### src/rtl/link_serial_fifo.sv
// link_serial_fifo: link-port serial shift engine (master/slave clocking) with optional TX/RX burst FIFOs.
// Define LINK_EXT_TIMEOUT_EN to add a 16-bit watchdog on external-clock transfers.
module link_serial_fifo #(
   parameter int DATA_W = 8,
   parameter int FIFO_DEPTH = 4,
   parameter logic [8:0] CLK_DIV_SINGLE_SPEED = 9'd511,
   parameter logic [8:0] CLK_DIV_HIGH_SPEED = 9'd15,
   parameter int BURST_GAP = 8
) (
   input  logic              clk_sys,
   input  logic              rst,
   input  logic              ce,
   input  logic              sel_sb,
   input  logic              sel_sc,
   input  logic              cpu_wr_n,
   input  logic              sb_rd,
   input  logic [DATA_W-1:0] sb_in,
   input  logic              sc_start_in,
   input  logic              sc_speed_in,
   input  logic              sc_int_clock_in,
   input  logic              sc_burst_in,
   output logic [7:0]        sc_r,
   output logic [DATA_W-1:0] sb,
   input  logic              serial_clk_in,
   input  logic              serial_data_in,
   output logic              serial_clk_out,
   output logic              serial_data_out,
   output logic              serial_irq,
   output logic              sc_start,
   output logic              sc_int_clock
);
   localparam int AW = $clog2(FIFO_DEPTH);
   localparam int CW = $clog2(DATA_W + 1);
   localparam int GW = $clog2(BURST_GAP + 1);
   localparam logic [AW:0] DEPTH = (AW+1)'(FIFO_DEPTH);
   typedef enum logic [1:0] {IDLE, SHIFT, GAP} state_t;

   state_t state_q, state_d;
   logic sc_start_q, sc_start_d, sc_speed_q, sc_speed_d, sc_int_q, sc_int_d;
   logic sc_burst_q, sc_burst_d, rx_ovf_q, rx_ovf_d;
   logic clk_out_q, clk_out_d, data_out_q, data_out_d, irq_q, irq_d;
   logic sync1_q, sync1_d, sync2_q, sync2_d, prev_q, prev_d;
   logic [DATA_W-1:0] sr_q, sr_d, shifted, tx_head, rx_head;
   logic [CW-1:0] cnt_q, cnt_d;
   logic [8:0] div_q, div_d, reload, half;
   logic [GW-1:0] gap_q, gap_d;
   logic [DATA_W-1:0] tx_mem_q [FIFO_DEPTH];
   logic [DATA_W-1:0] tx_mem_d [FIFO_DEPTH];
   logic [DATA_W-1:0] rx_mem_q [FIFO_DEPTH];
   logic [DATA_W-1:0] rx_mem_d [FIFO_DEPTH];
   logic [AW:0] tx_wp_q, tx_wp_d, tx_rp_q, tx_rp_d, rx_wp_q, rx_wp_d, rx_rp_q, rx_rp_d;
   logic sc_wr, sb_wr, tx_empty, tx_full, rx_empty, rx_full, rise, fall;
   logic step, tx_pop, tx_push, rx_push, rx_pop;
`ifdef LINK_EXT_TIMEOUT_EN
   logic [15:0] wd_q, wd_d;
`endif

   assign sc_wr = sel_sc & ~cpu_wr_n;
   assign sb_wr = sel_sb & ~cpu_wr_n & ~sc_wr;
   assign tx_empty = tx_wp_q == tx_rp_q;
   assign tx_full = (tx_wp_q - tx_rp_q) == DEPTH;
   assign rx_empty = rx_wp_q == rx_rp_q;
   assign rx_full = (rx_wp_q - rx_rp_q) == DEPTH;
   assign tx_head = tx_mem_q[tx_rp_q[AW-1:0]];
   assign rx_head = rx_mem_q[rx_rp_q[AW-1:0]];
   assign rise = sync2_q & ~prev_q;
   assign fall = ~sync2_q & prev_q;
   assign reload = sc_speed_q ? CLK_DIV_HIGH_SPEED : CLK_DIV_SINGLE_SPEED;
   assign half = {1'b0, reload[8:1]} + 9'd1;
   assign shifted = {sr_q[DATA_W-2:0], serial_data_in};

   assign sc_r = {sc_start_q, rx_ovf_q, tx_full, sc_burst_q, ~rx_empty, 1'b1, sc_speed_q, sc_int_q};
   assign sb = sc_burst_q ? (rx_empty ? '0 : rx_head) : sr_q;
   assign serial_clk_out = clk_out_q;
   assign serial_data_out = data_out_q;
   assign serial_irq = irq_q;
   assign sc_start = sc_start_q;
   assign sc_int_clock = sc_int_q;

   always_comb begin
      state_d = state_q;
      sc_start_d = sc_start_q;
      sc_speed_d = sc_speed_q;
      sc_int_d = sc_int_q;
      sc_burst_d = sc_burst_q;
      rx_ovf_d = rx_ovf_q;
      clk_out_d = clk_out_q;
      data_out_d = data_out_q;
      irq_d = 1'b0;
      sync1_d = serial_clk_in;
      sync2_d = sync1_q;
      prev_d = sync2_q;
      sr_d = sr_q;
      cnt_d = cnt_q;
      div_d = div_q;
      gap_d = gap_q;
      tx_mem_d = tx_mem_q;
      rx_mem_d = rx_mem_q;
      tx_wp_d = tx_wp_q;
      rx_wp_d = rx_wp_q;
      step = 1'b0;
      tx_pop = 1'b0;
      rx_push = 1'b0;
      tx_push = sb_wr & sc_burst_q;
      rx_pop = sb_rd & sc_burst_q & ~rx_empty;
`ifdef LINK_EXT_TIMEOUT_EN
      wd_d = wd_q;
`endif
      if (sc_wr) begin
         sc_start_d = sc_start_in;
         sc_speed_d = sc_speed_in;
         sc_int_d = sc_int_clock_in;
         sc_burst_d = sc_burst_in;
         rx_ovf_d = 1'b0;
         clk_out_d = 1'b1;
         state_d = sc_start_in ? SHIFT : IDLE;
         cnt_d = sc_start_in ? CW'(DATA_W) : '0;
         div_d = sc_speed_in ? CLK_DIV_HIGH_SPEED : CLK_DIV_SINGLE_SPEED;
         tx_pop = sc_start_in & sc_burst_in & ~tx_empty;
         sr_d = tx_pop ? tx_head : sr_q;
`ifdef LINK_EXT_TIMEOUT_EN
         wd_d = '0;
`endif
      end else if (sb_wr && !sc_burst_q) begin
         sr_d = sb_in;
      end else if (state_q == SHIFT) begin
         if (sc_int_q) begin
            step = div_q == 9'd0;
            div_d = step ? reload : div_q - 9'd1;
            clk_out_d = step ? 1'b1 : (div_q == half ? 1'b0 : clk_out_q);
            data_out_d = (!step && div_q == half) ? sr_q[DATA_W-1] : data_out_q;
         end else begin
            step = rise;
            data_out_d = fall ? sr_q[DATA_W-1] : data_out_q;
`ifdef LINK_EXT_TIMEOUT_EN
            wd_d = (rise | fall) ? '0 : wd_q + 16'd1;
            if (!(rise | fall) && wd_q == 16'hFFFF) begin
               state_d = IDLE;
               sc_start_d = 1'b0;
               irq_d = 1'b1;
               rx_ovf_d = 1'b1;
               cnt_d = '0;
            end
`endif
         end
         if (step) begin
            sr_d = shifted;
            cnt_d = cnt_q - CW'(1);
            if (cnt_q == CW'(1)) begin
               irq_d = 1'b1;
               rx_push = sc_burst_q;
               if (sc_burst_q && !tx_empty) begin
                  // Internal clock idles between words; external clock reloads right away.
                  if (sc_int_q) begin
                     state_d = GAP;
                     gap_d = GW'(BURST_GAP);
                  end else begin
                     sr_d = tx_head;
                     tx_pop = 1'b1;
                     cnt_d = CW'(DATA_W);
                  end
               end else begin
                  state_d = IDLE;
                  sc_start_d = 1'b0;
               end
            end
         end
      end else if (state_q == GAP) begin
         gap_d = gap_q - GW'(1);
         if (gap_q <= GW'(1)) begin
            state_d = SHIFT;
            cnt_d = CW'(DATA_W);
            div_d = reload;
            tx_pop = ~tx_empty;
            sr_d = tx_empty ? sr_q : tx_head;
         end
      end
      if (tx_push && (!tx_full || tx_pop)) begin
         tx_mem_d[tx_wp_q[AW-1:0]] = sb_in;
         tx_wp_d = tx_wp_q + 1'b1;
      end
      tx_rp_d = tx_rp_q + (AW+1)'(tx_pop);
      if (rx_push && (!rx_full || rx_pop)) begin
         rx_mem_d[rx_wp_q[AW-1:0]] = shifted;
         rx_wp_d = rx_wp_q + 1'b1;
      end else if (rx_push) begin
         rx_ovf_d = 1'b1;
      end
      rx_rp_d = rx_rp_q + (AW+1)'(rx_pop);
   end

   always_ff @(posedge clk_sys) begin
      if (rst) begin
         state_q <= IDLE;
         sc_start_q <= 1'b0;
         sc_speed_q <= 1'b0;
         sc_int_q <= 1'b0;
         sc_burst_q <= 1'b0;
         rx_ovf_q <= 1'b0;
         clk_out_q <= 1'b1;
         data_out_q <= 1'b1;
         irq_q <= 1'b0;
         sync1_q <= serial_clk_in;
         sync2_q <= serial_clk_in;
         prev_q <= serial_clk_in;
         sr_q <= '0;
         cnt_q <= '0;
         div_q <= '0;
         gap_q <= '0;
         tx_wp_q <= '0;
         tx_rp_q <= '0;
         rx_wp_q <= '0;
         rx_rp_q <= '0;
`ifdef LINK_EXT_TIMEOUT_EN
         wd_q <= '0;
`endif
      end else if (ce) begin
         state_q <= state_d;
         sc_start_q <= sc_start_d;
         sc_speed_q <= sc_speed_d;
         sc_int_q <= sc_int_d;
         sc_burst_q <= sc_burst_d;
         rx_ovf_q <= rx_ovf_d;
         clk_out_q <= clk_out_d;
         data_out_q <= data_out_d;
         irq_q <= irq_d;
         sync1_q <= sync1_d;
         sync2_q <= sync2_d;
         prev_q <= prev_d;
         sr_q <= sr_d;
         cnt_q <= cnt_d;
         div_q <= div_d;
         gap_q <= gap_d;
         tx_wp_q <= tx_wp_d;
         tx_rp_q <= tx_rp_d;
         rx_wp_q <= rx_wp_d;
         rx_rp_q <= rx_rp_d;
`ifdef LINK_EXT_TIMEOUT_EN
         wd_q <= wd_d;
`endif
      end
   end

   always_ff @(posedge clk_sys) begin
      if (ce) begin
         tx_mem_q <= tx_mem_d;
         rx_mem_q <= rx_mem_d;
      end
   end
endmodule

### config.mk
export PLATFORM = sky130hd
export DESIGN_NAME = link_serial_fifo
export DESIGN_NICKNAME = d
export VERILOG_FILES = /design/src/rtl/link_serial_fifo.sv
export SDC_FILE = /design/constraint.sdc
export NUM_CORES = 1
export LEC_CHECK = 0
export BUFFER_PORTS_ARGS = -buffer_cell sky130_fd_sc_hd__buf_4
export CORE_MARGIN = 5
export CORE_UTILIZATION = 51
export CTS_BUF_LIST = sky130_fd_sc_hd__clkbuf_8
export DETAILED_ROUTE_END_ITERATION = 10
export PLACE_DENSITY = 0.69
export SYNTH_ARGS = -nofsm -noshare
export SYNTH_HDL_FRONTEND = slang
export SYNTH_SLANG_ARGS = --single-unit
export TNS_END_PERCENT = 10
### constraint.sdc
create_clock -name clk_sys -period 2.6 [get_ports clk_sys]
set_input_delay 0 -clock clk_sys [delete_from_list [all_inputs] [get_ports clk_sys]]
set_output_delay 0 -clock clk_sys [all_outputs]
set_load 0.02 [all_outputs]
==> impl_metrics.py, run 1 <==
metrics = {
    "setup_path": {
        "path_cells": "inv_1 > ha_1 > or4b_1 > o31a_1 > nor3_4 > and3_4 > mux2_4",
        "crit_path_start_kind": "flip-flop",
        "ff2ff_path_depth": 7,
        "rr_startpoint": "div_q[0]$_SDFFE_PP0P_",
        "endpoint": "rx_wp_q[2]$_SDFFE_PP0P_",
        "r2r_end": "rx_wp_q[2]$_SDFFE_PP0P_",
        "slowest_delay_ns": 0.50,
        "crit_start": "div_q[0]$_SDFFE_PP0P_",
        "worst-path-buf-inv": 1,
        "crit_arrival_ns": 2.81,
        "critPathMaxFanout": 9,
        "r2r_setup_slack_ns": 0.13,
        "cp-end-kind": "flip-flop",
        "required_ns": 2.93,
        "critPathSlowestCell": "or4b_1",
        "path_depth": 7,
        "path_class": "reg -> reg",
        "critPathTopFamily": "simple AND/OR/NAND/NOR gates",
    },
    "grt": {
        "track_usage_pct": 20.0,
        "antenna_found_initial": 0,
        "grt_pass1_vias": 4391,
        "grt_overflow": 0,
        "grt_pass1_wl_um": 22400,
        "grt_max_degree": 39,
    },
    "floorplan": {
        "rows": 39,
        "core_mm2": 0.0114,
        "die_h_um": 117,
        "die_x_um": 117,
        "num_io_pins": 42,
        "initial_core_util_pct": 51.6,
        "die-area_mm2": 0.0138,
    },
    "logic_synthesis": {
        "postSynthAreaPerCell_um2": 11.2,
        "syn_nets": 569,
        "synth.most_common_cell": "edfxtp_1",
        "seq_area_frac_synth_pct": 50.3,
        "syn_inst": 524,
        "yosys.area.top_type": "edfxtp_1",
        "synth_cell_types": 75,
        "synth_edf_count": 67,
        "ys_top_cells_by_area": "edfxtp_1 (34%), dfxtp_1 (16%), mux4_2 (6.1%), ha_1 (5.1%), a21oi_1 (2.8%)",
        "yosys_warnings": 0,
        "synthTopCellsByCount": "edfxtp_1 (67), dfxtp_1 (47), inv_1 (37)",
        "yosysTopAreaCellShare_pct": 34.3,
        "synth-seq-cells": 114,
        "synth_area_mm2": 0.00587,
        "async_flop_share_pct": 0,
        "synth_flop_cell": "edfxtp_1",
    },
    "clock_network": {
        "clkTransAtPathRegs_ns": 0.07,
        "cts_buffers": 17,
        "clockRootBuffer": "clkbuf_8",
        "clkSinkCount": 114,
        "cts_tree": "done",
        "cts_buffer_depth": 2,
        "htreeDepth": 4,
        "clock_latency_ns": 0.44,
    },
    "routing": {
        "drc": 0,
        "drt_iter0_drc": 230,
        "wl_um": 13500,
        "routed_via_density": 5.88,
        "dr.pass1.iters": 5,
        "postRouteAntennaNets": 0,
        "wl_per_cell_um": 18.0,
        "via_count": 4419,
    },
    "sta": {
        "tns_ns": 0,
        "fmax_ghz": 0.405,
        "finalClockSkew_ns": 0.0107,
        "drv_slew": 0,
        "fin_crit_sh_pct": 95.0,
        "tightest_slew_ns": 0.800,
        "worst_slack_ns": 0.129,
        "setup-violations-final": 0,
        "rsz0062_at_grt": "false",
        "max_slew_margin_pct": 46.6,
        "hold_viol": 0,
        "period_needed_ns": 2.47,
    },
    "pwr": {
        "leakage_nw": 2.55,
        "p_per_area_mw_per_mm2": 585,
        "vdd_drop_max_uv": 419,
    },
    "worst_hold_path": {
        "worstHoldStart": "sb_rd",
        "min_path_type": "in -> reg",
    },
    "outcome": {
        "status": "finished clean",
    },
    "finish": {
        "diodes": 0,
        "nFillCells": 921,
        "area_growth_pct": 19.9,
        "nets": 640,
        "drive_gt1_share_pct": 21.4,
    },
    "placement": {
        "dpl_worst_slack_ns": 0.0226,
        "globalplace.congestion": 0.862,
        "io_buffers": 40,
        "dp.final_hpwl_um": 9710,
    },
    "job": {
        "max_cap_violations": 0,
    },
}
-- worst reg2reg max path, delay by kind of cell, from the launching register on --
kind | cells | cell delay [ns]
AND/OR/NAND/NOR | 3 | 1.05
AO/OA/AOI/OAI | 1 | 0.38
flip-flops | 1 | 0.34
multiplexers | 1 | 0.31
adder cells (fa/ha/maj) | 1 | 0.20
buffers and inverters | 1 | 0.09
-- cell families (layout without fill, tap and decap cells) --
family          after synthesis  in the layout  share of synthesized area [%]
xor+xnor                     10             10                           1.62
buf+inv                      70            154                           5.01
simple gates                136            136                           12.8
other cells                   1              1                         0.0639
mux                          24             24                           7.63
compound gates              145            145                           17.5
fa+ha+maj                    24             24                           5.11
flops                       114            114                           50.3
-- area by class of cell --
type / instances / area, µm² / share of cell area [%]
Sequential cell: 114 / 2950 / 41.9
Multi-Input combinational cell: 340 / 2640 / 37.4
Timing Repair Buffer: 85 / 693 / 9.84
Clock buffer: 17 / 234 / 3.32
Clock inverter: 15 / 208 / 2.95
Tap cell: 143 / 179 / 2.54
Inverter: 37 / 139 / 1.97
-- sequential cells by signal (all words and copies together) (netlist names) --
name	count
prev_q	1
sync1_q	1
sc_int_clock	1
rx_rp_q	3
tx_rp_q	3
serial_irq	1
div_q	9
sc_speed_q	1
tx_wp_q	3
sr_q	8
rx_mem_q	32
state_q	2
sc_start	1
prev_d	1
gap_q	4
serial_data_out	1
sc_burst_q	1
serial_clk_out	1
tx_mem_q	32
rx_ovf_q	1
cnt_q	4
rx_wp_q	3
-- per-stage QoR --
step	util (%)	cell area, µm²	cells	total power, mW	hold WS [ns]
floorplan	-	5870	524	2.19	0.0989
global placement	56.0	6370	697	2.31	0.189
detailed placement	56.0	6370	697	2.31	0.192
CTS	61.8	7030	751	4.15	0.00823
global route	61.9	7040	751	4.28	0.0558
finish	61.9	7040	751	4.12	0.0497
-- per-layer routing --
metal,track usage (%),share of wire (%),up-vias
met1,27.4,47,2142
met2,30.9,46,113
met4,6.53,1.6,0
met5,0,0,-
li1,-,-,2144
met3,5.53,5.3,20
-- cells in the final DEF, fill, tap and decap left out, types with 8 or more instances in the layout --
cell            n
a21boi_0        8
a21oi_1        33
a221oi_1        9
a32oi_1         8
buf_4          63
clkbuf_8       17
dfxtp_1        47
dlygate4sd3_1  22
edfxtp_1       67
ha_1           24
inv_1          38
mux4_2         16
nand2_1        29
nand3_1        11
nor2_1         32
nor2b_1         9
o21ai_0        22
o22ai_1         9
o311ai_0        8
-- where the power goes --
part	total [mW]	internal (mW)	switching, mW
registers	1.95	1.93	0.0270
clock network	1.82	1.05	0.771
logic	0.347	0.147	0.200
-- worst min path at each step --
| stage | depth (start not counted) | slack, ns | to |
|---|---|---|---|
| after CTS | 4 | 0.008 | rx_wp_q[0]$_SDFFE_PP0P_ |
| final | 4 | 0.05 | rx_wp_q[0]$_SDFFE_PP0P_ |
| after global placement | 1 | 0.19 | sync1_q$_DFFE_PP_ |
| after floorplan | 0 | 0.1 | rx_mem_q[0]$_DFFE_PP_ |
| after detailed placement | 1 | 0.19 | sync1_q$_DFFE_PP_ |
| after global routing | 4 | 0.06 | rx_wp_q[0]$_SDFFE_PP0P_ |
-- timing repair --
item | in CTS | in global routing
buffers inserted | 0 | 0
hold endpoints to repair | 71 | 0
resized for setup | 1 | 5
hold buffers | 22 | 0
setup endpoints to repair | 2 | 28
(Power assumes the default switching activity.)
==> run 2: changes to the inputs <==
- GPL_TIMING_DRIVEN: not set -> 0
==> run 2 against run 1 <==
Sequential share of layout area increased by 0.67 points. Largest cell class unchanged. Sequential power about the same. First-iteration DRC count increased by 76%. Largest power group unchanged. Critical endpoint unchanged. Clock power shrank 12%. Via count is 3.3% higher. Critical path depth is the same. Highest routed layer unchanged. Non-clock buffer count is 2 higher. Final area down 1.6%. Core utilization decreased by 0.97 points.
==> impl_metrics.py, run 2 (synthesis gave the netlist of run 1 again) <==
metrics = {
    "sta": {
        "worst_slack_ns": 0.0305,
        "period_needed_ns": 2.57,
        "fin_crit_sh_pct": 98.8,
        "finalClockSkew_ns": 0.0103,
        "max_slew_margin_pct": 47.6,
        "tightest_slew_ns": 0.786,
        "drv_slew": 0,
        "fmax_ghz": 0.389,
        "setup-violations-final": 0,
        "hold_viol": 0,
        "rsz0062_at_grt": "true",
    },
    "grt": {
        "track_usage_pct": 20.8,
        "grt_overflow": 0,
        "grt_pass1_vias": 4562,
        "grt_pass1_wl_um": 23100,
        "antenna_found_initial": 0,
        "grt_max_degree": 17,
    },
    "setup_path": {
        "crit_start": "div_q[0]$_SDFFE_PP0P_",
        "crit_path_start_kind": "flip-flop",
        "critPathMaxFanout": 9,
        "cp-end-kind": "flip-flop",
        "required_ns": 2.93,
        "crit_arrival_ns": 2.90,
        "rr_startpoint": "div_q[0]$_SDFFE_PP0P_",
        "path_class": "reg -> reg",
        "ff2ff_path_depth": 7,
    },
    "clock_network": {
        "cts_buffer_depth": 2,
        "clkSinkCount": 114,
        "cts_buffers": 17,
        "clkTransAtPathRegs_ns": 0.07,
        "htreeDepth": 4,
        "clockRootBuffer": "clkbuf_8",
        "clock_latency_ns": 0.44,
        "cts_tree": "done",
    },
    "pwr": {
        "p_total_mw": 3.90,
        "p_per_area_mw_per_mm2": 563,
        "leakage_nw": 2.46,
        "vdd_drop_max_uv": 410,
    },
    "placement": {
        "dp.final_hpwl_um": 10100,
        "globalplace.congestion": 0.879,
        "io_buffers": 39,
        "dpl_cell_area_mm2": 0.00634,
        "dpl_worst_slack_ns": -0.286,
    },
    "routing": {
        "drc": 0,
        "wl_per_cell_um": 19.2,
        "via_count": 4564,
        "routed_via_density": 6.07,
        "drt_iter0_drc": 405,
        "postRouteAntennaNets": 0,
        "dr.pass1.iters": 5,
        "wl_um": 14400,
    },
    "floorplan": {
        "num_io_pins": 42,
        "core_mm2": 0.0114,
        "initial_core_util_pct": 51.6,
        "rows": 39,
        "die-area_mm2": 0.0138,
        "die_x_um": 117,
        "die_h_um": 117,
    },
    "finish": {
        "area_growth_pct": 18.1,
        "largest_registers": "rx_mem_q (32), tx_mem_q (32), div_q (9)",
        "fin_area_mm2": 0.00693,
        "nets": 642,
        "postLayoutCoreUtil_pct": 61.0,
        "layout_common_cells": "edfxtp_1 (67), buf_4 (48), dfxtp_1 (47), inv_1 (37), nor2_1 (32)",
        "diodes": 0,
        "layout_commonest_cell": "edfxtp_1",
        "drive_gt1_share_pct": 21.0,
    },
    "worst_hold_path": {
        "worstHoldPathCells": 4,
        "worstHoldStart": "sb_rd",
        "min_path_type": "in -> reg",
    },
    "outcome": {
        "status": "finished clean",
    },
    "job": {
        "max_cap_violations": 0,
    },
}
run 2: cell types whose count changed in the layout (fill, tap and decap cells not counted), moves of 2 or more:
cell and change:
clkbuf_1 +16, nor4_2 +2, a21oi_1 -2, buf_1 +4, clkinv_2 +4, dlygate4sd3_1 -8
bufinv_16 -2, clkinv_4 -3, nor4_1 -2, clkbuf_2 +4, buf_4 -15
run 2: worst max-delay path, stage by stage (launching register included):
cell	delay, ns
dfxtp_1	0.34
inv_1	0.09
ha_1	0.23
or4b_1	0.51
o31a_1	0.39
nor3_4	0.24
and3_4	0.34
mux2_4	0.31
run 2: final timing paths:
path,endpoint,slack [ns]
setup / recovery,rx_wp_q[2]$_SDFFE_PP0P_,0.03
hold / removal,rx_wp_q[1]$_SDFFE_PP0P_,0.04
setup reg to reg,rx_wp_q[2]$_SDFFE_PP0P_,0.03
hold reg to reg,gap_q[1]$_SDFFE_PP0P_,0.47
run 2: repair_timing:
item,in CTS,in global routing
pin swaps,0,1
endpoints found under the setup margin,69,40
hold buffers,14,0
gates resized for setup,12,12
setup buffers,0,1
hold endpoints to repair,52,0
gates cloned,0,0
run 2: cell type report:
cell class              instances  area [µm²]
inverters                      37         139
flip-flops and latches        114        2950
fillers                       913        4440
clock inverters                14         140
plain buffers                  33         160
clock buffers                  17         234
multi-input cells             340        2690
well taps                     143         179
repair buffers                 54         440
run 2: per-stage QoR:
stage | TNS (ns) | instances | hold WS [ns]
finish | 0 | 752 | 0.0404
global route | -0.551 | 752 | 0.0450
CTS | 0 | 751 | 0.0205
detailed placement | -8.24 | 706 | 0.194
global placement | -6.75 | 706 | 0.189
floorplan | 0 | 524 | 0.0989
run 2: per-layer routing:
layer	share of wire, %	vias up	GRT usage (%)
li1	-	2144	-
met1	44	2210	27.2
met2	48	179	32.8
met3	6.7	31	5.15
met4	2.2	0	8.77
met5	0	-	0
run 2: report_power, final:
| group | switching, mW | internal [mW] |
|---|---|---|
| combinational | 0.207 | 0.138 |
| sequential | 0.0312 | 1.93 |
| clock | 0.762 | 0.837 |
==> run 3: changes to the inputs <==
- REMOVE_ABC_BUFFERS: not set -> 1
- SLEW_MARGIN: not set -> 20
==> run 3 against run 2 <==
Register-to-register slack improved by 0.03 ns. Final cell count fell by 3.1%. Flip-flop and latch count did not move. Global-route usage fell by 1.5 points. Non-clock buffer count fell by 25. Critical path depth did not move. Power fell by 2.8%. Final area fell by 0.97%. Combinational power fell by 4%. Largest power group unchanged.
==> impl_metrics.py, run 3 (synthesis gave the netlist of run 1 again) <==
metrics = {
    "placement": {
        "globalplace.congestion": 0.848,
        "dp.final_hpwl_um": 8900,
        "dpl_worst_slack_ns": -1.07,
        "io_buffers": 40,
    },
    "setup_path": {
        "crit_arrival_ns": 2.87,
        "critPathMaxFanout": 9,
        "required_ns": 2.92,
        "r2r_setup_slack_ns": 0.06,
        "critPathSlowestCell": "or4b_1",
        "ff2ff_path_depth": 7,
        "cp-end-kind": "flip-flop",
        "path_class": "reg -> reg",
        "rr_startpoint": "div_q[0]$_SDFFE_PP0P_",
        "slowest_delay_ns": 0.51,
        "crit_start": "div_q[0]$_SDFFE_PP0P_",
        "crit_path_start_kind": "flip-flop",
        "path_cells": "inv_1 > ha_1 > or4b_1 > o31a_1 > nor3_4 > and3_4 > mux2_4",
        "r2r_end": "rx_wp_q[2]$_SDFFE_PP0P_",
    },
    "worst_hold_path": {
        "whs_endpoint": "serial_irq$_SDFFE_PP0P_",
        "min_path_type": "in -> reg",
        "worstHoldPathCells": 3,
        "worstHoldStart": "ce",
    },
    "finish": {
        "drive_gt1_share_pct": 21.2,
        "nets": 617,
        "nFillCells": 945,
        "multi_input_area_mm2": 0.00271,
        "area_growth_pct": 16.9,
        "area.sequential_mm2": 0.00296,
        "postLayoutCoreUtil_pct": 60.4,
        "layout_commonest_cell": "edfxtp_1",
        "layout_common_cells": "edfxtp_1 (67), dfxtp_1 (42), buf_4 (42), inv_1 (37), nor2_1 (32)",
        "largest_registers": "rx_mem_q (32), tx_mem_q (32), div_q (9)",
    },
    "pwr": {
        "vdd_drop_max_uv": 415,
        "leakage_nw": 2.40,
        "p_total_mw": 3.79,
        "p_per_area_mw_per_mm2": 553,
    },
    "clock_network": {
        "cts_buffer_depth": 2,
        "clkSinkCount": 114,
        "clockRootBuffer": "clkbuf_8",
        "htreeDepth": 4,
        "clkTransAtPathRegs_ns": 0.08,
        "clock_latency_ns": 0.43,
        "cts_tree": "done",
        "cts_buffers": 17,
    },
    "sta": {
        "fin_crit_sh_pct": 97.9,
        "tightest_slew_ns": 0.783,
        "max_slew_margin_pct": 47.3,
        "drv_slew": 0,
        "setup-violations-final": 0,
        "finalClockSkew_ns": 0.00893,
        "fmax_ghz": 0.393,
        "rsz0062_at_grt": "true",
        "worst_slack_ns": 0.0556,
        "period_needed_ns": 2.54,
        "hold_viol": 0,
    },
    "floorplan": {
        "core_mm2": 0.0114,
        "die-area_mm2": 0.0138,
        "rows": 39,
        "num_io_pins": 42,
        "initial_core_util_pct": 51.6,
        "die_h_um": 117,
        "die_x_um": 117,
    },
    "routing": {
        "drc": 0,
        "drt_iter0_drc": 394,
        "dr.pass1.iters": 5,
        "postRouteAntennaNets": 0,
        "routed_via_density": 6.08,
        "wl_um": 13200,
        "via_count": 4430,
        "wl_per_cell_um": 18.2,
    },
    "grt": {
        "grt_pass1_vias": 4295,
        "antenna_found_initial": 1,
        "grt_pass1_wl_um": 21600,
        "grt_max_degree": 39,
        "track_usage_pct": 19.2,
        "grt_overflow": 0,
    },
    "outcome": {
        "status": "finished clean",
    },
    "job": {
        "max_cap_violations": 0,
    },
}
## run 3: cell types whose count changed in the layout (fill, tap and decap cells not counted), moves of 3 or more
cell           previous run  this run
clkinv_2                  4         1
dlygate4sd3_1            14        20
buf_4                    48        42
buf_1                     4         0
dfxtp_1                  47        42
inv_6                     1         6
clkbuf_2                  4         0
dfxtp_2                   0         5
clkbuf_1                 16         0
## run 3: worst max path at each step
stage	end	slack, ns	cells past startpoint
finish	rx_wp_q[2]$_SDFFE_PP0P_	0.06	7
global route	rx_wp_q[2]$_SDFFE_PP0P_	-0.06	7
CTS	rx_wp_q[2]$_SDFFE_PP0P_	0.007	7
detailed placement	tx_wp_q[2]$_SDFFE_PP0P_	-1.07	5
global placement	tx_wp_q[2]$_SDFFE_PP0P_	-1.01	5
floorplan	tx_wp_q[2]$_SDFFE_PP0P_	-0.19	5
## run 3: per-layer routing
| metal | up-vias | GRT usage, % | wire [µm] | share of wire, % |
|---|---|---|---|---|
| met5 | - | 0 | 0 | 0 |
| met4 | 0 | 8.34 | 284 | 2.1 |
| met3 | 29 | 4.72 | 776 | 5.9 |
| met2 | 160 | 29.6 | 6180 | 47 |
| met1 | 2142 | 25.9 | 6010 | 45 |
| li1 | 2099 | - | - | - |
## run 3: per-stage QoR
step	cell area (µm²)	cells	hold slack (ns)	TNS, ns
after floorplan	5720	491	0.0662	-3.51
after global placement	6200	674	0.189	-42.39
after detailed placement	6200	674	0.191	-47.94
after CTS	6820	726	0.00174	0
after global routing	6870	729	0.00503	-0.256
final	6870	729	0.0198	0
## run 3: critical path, delay by kind of cell (launching register included)
family                     cells  cell delay (ns)
and+or+nand+nor                3             1.08
adders and majority gates      1             0.22
DFF                            1             0.34
buffers and inverters          1             0.08
muxes                          1             0.31
AOI/OAI and AO/OA              1             0.40
## run 3: power by group
part / switching (mW) / total, mW / internal, mW / leakage, nW
Combinational: 0.194 / 0.330 / 0.136 / 1.22
Sequential: 0.0341 / 1.96 / 1.93 / 1.00
Clock: 0.818 / 1.50 / 0.685 / 0.176
Total: 1.05 / 3.79 / 2.75 / 2.40
## run 3: final cells by class
class	instances	area share, %
multi-input cells	340	39.5
well taps	143	2.61
flip-flops and latches	114	43.1
inverters	37	2.02
clock inverters	15	1.80
repair buffers	62	7.51
diodes	1	0.0364
clock buffers	17	3.41
## run 3: timing repair
item | 4_1_cts | 5_1_grt
pin swaps | 0 | 1
hold endpoints to repair | 68 | 0
hold buffers | 20 | 0
gates resized for setup | 18 | 10
endpoints found under the setup margin | 102 | 74
setup buffers | 0 | 2
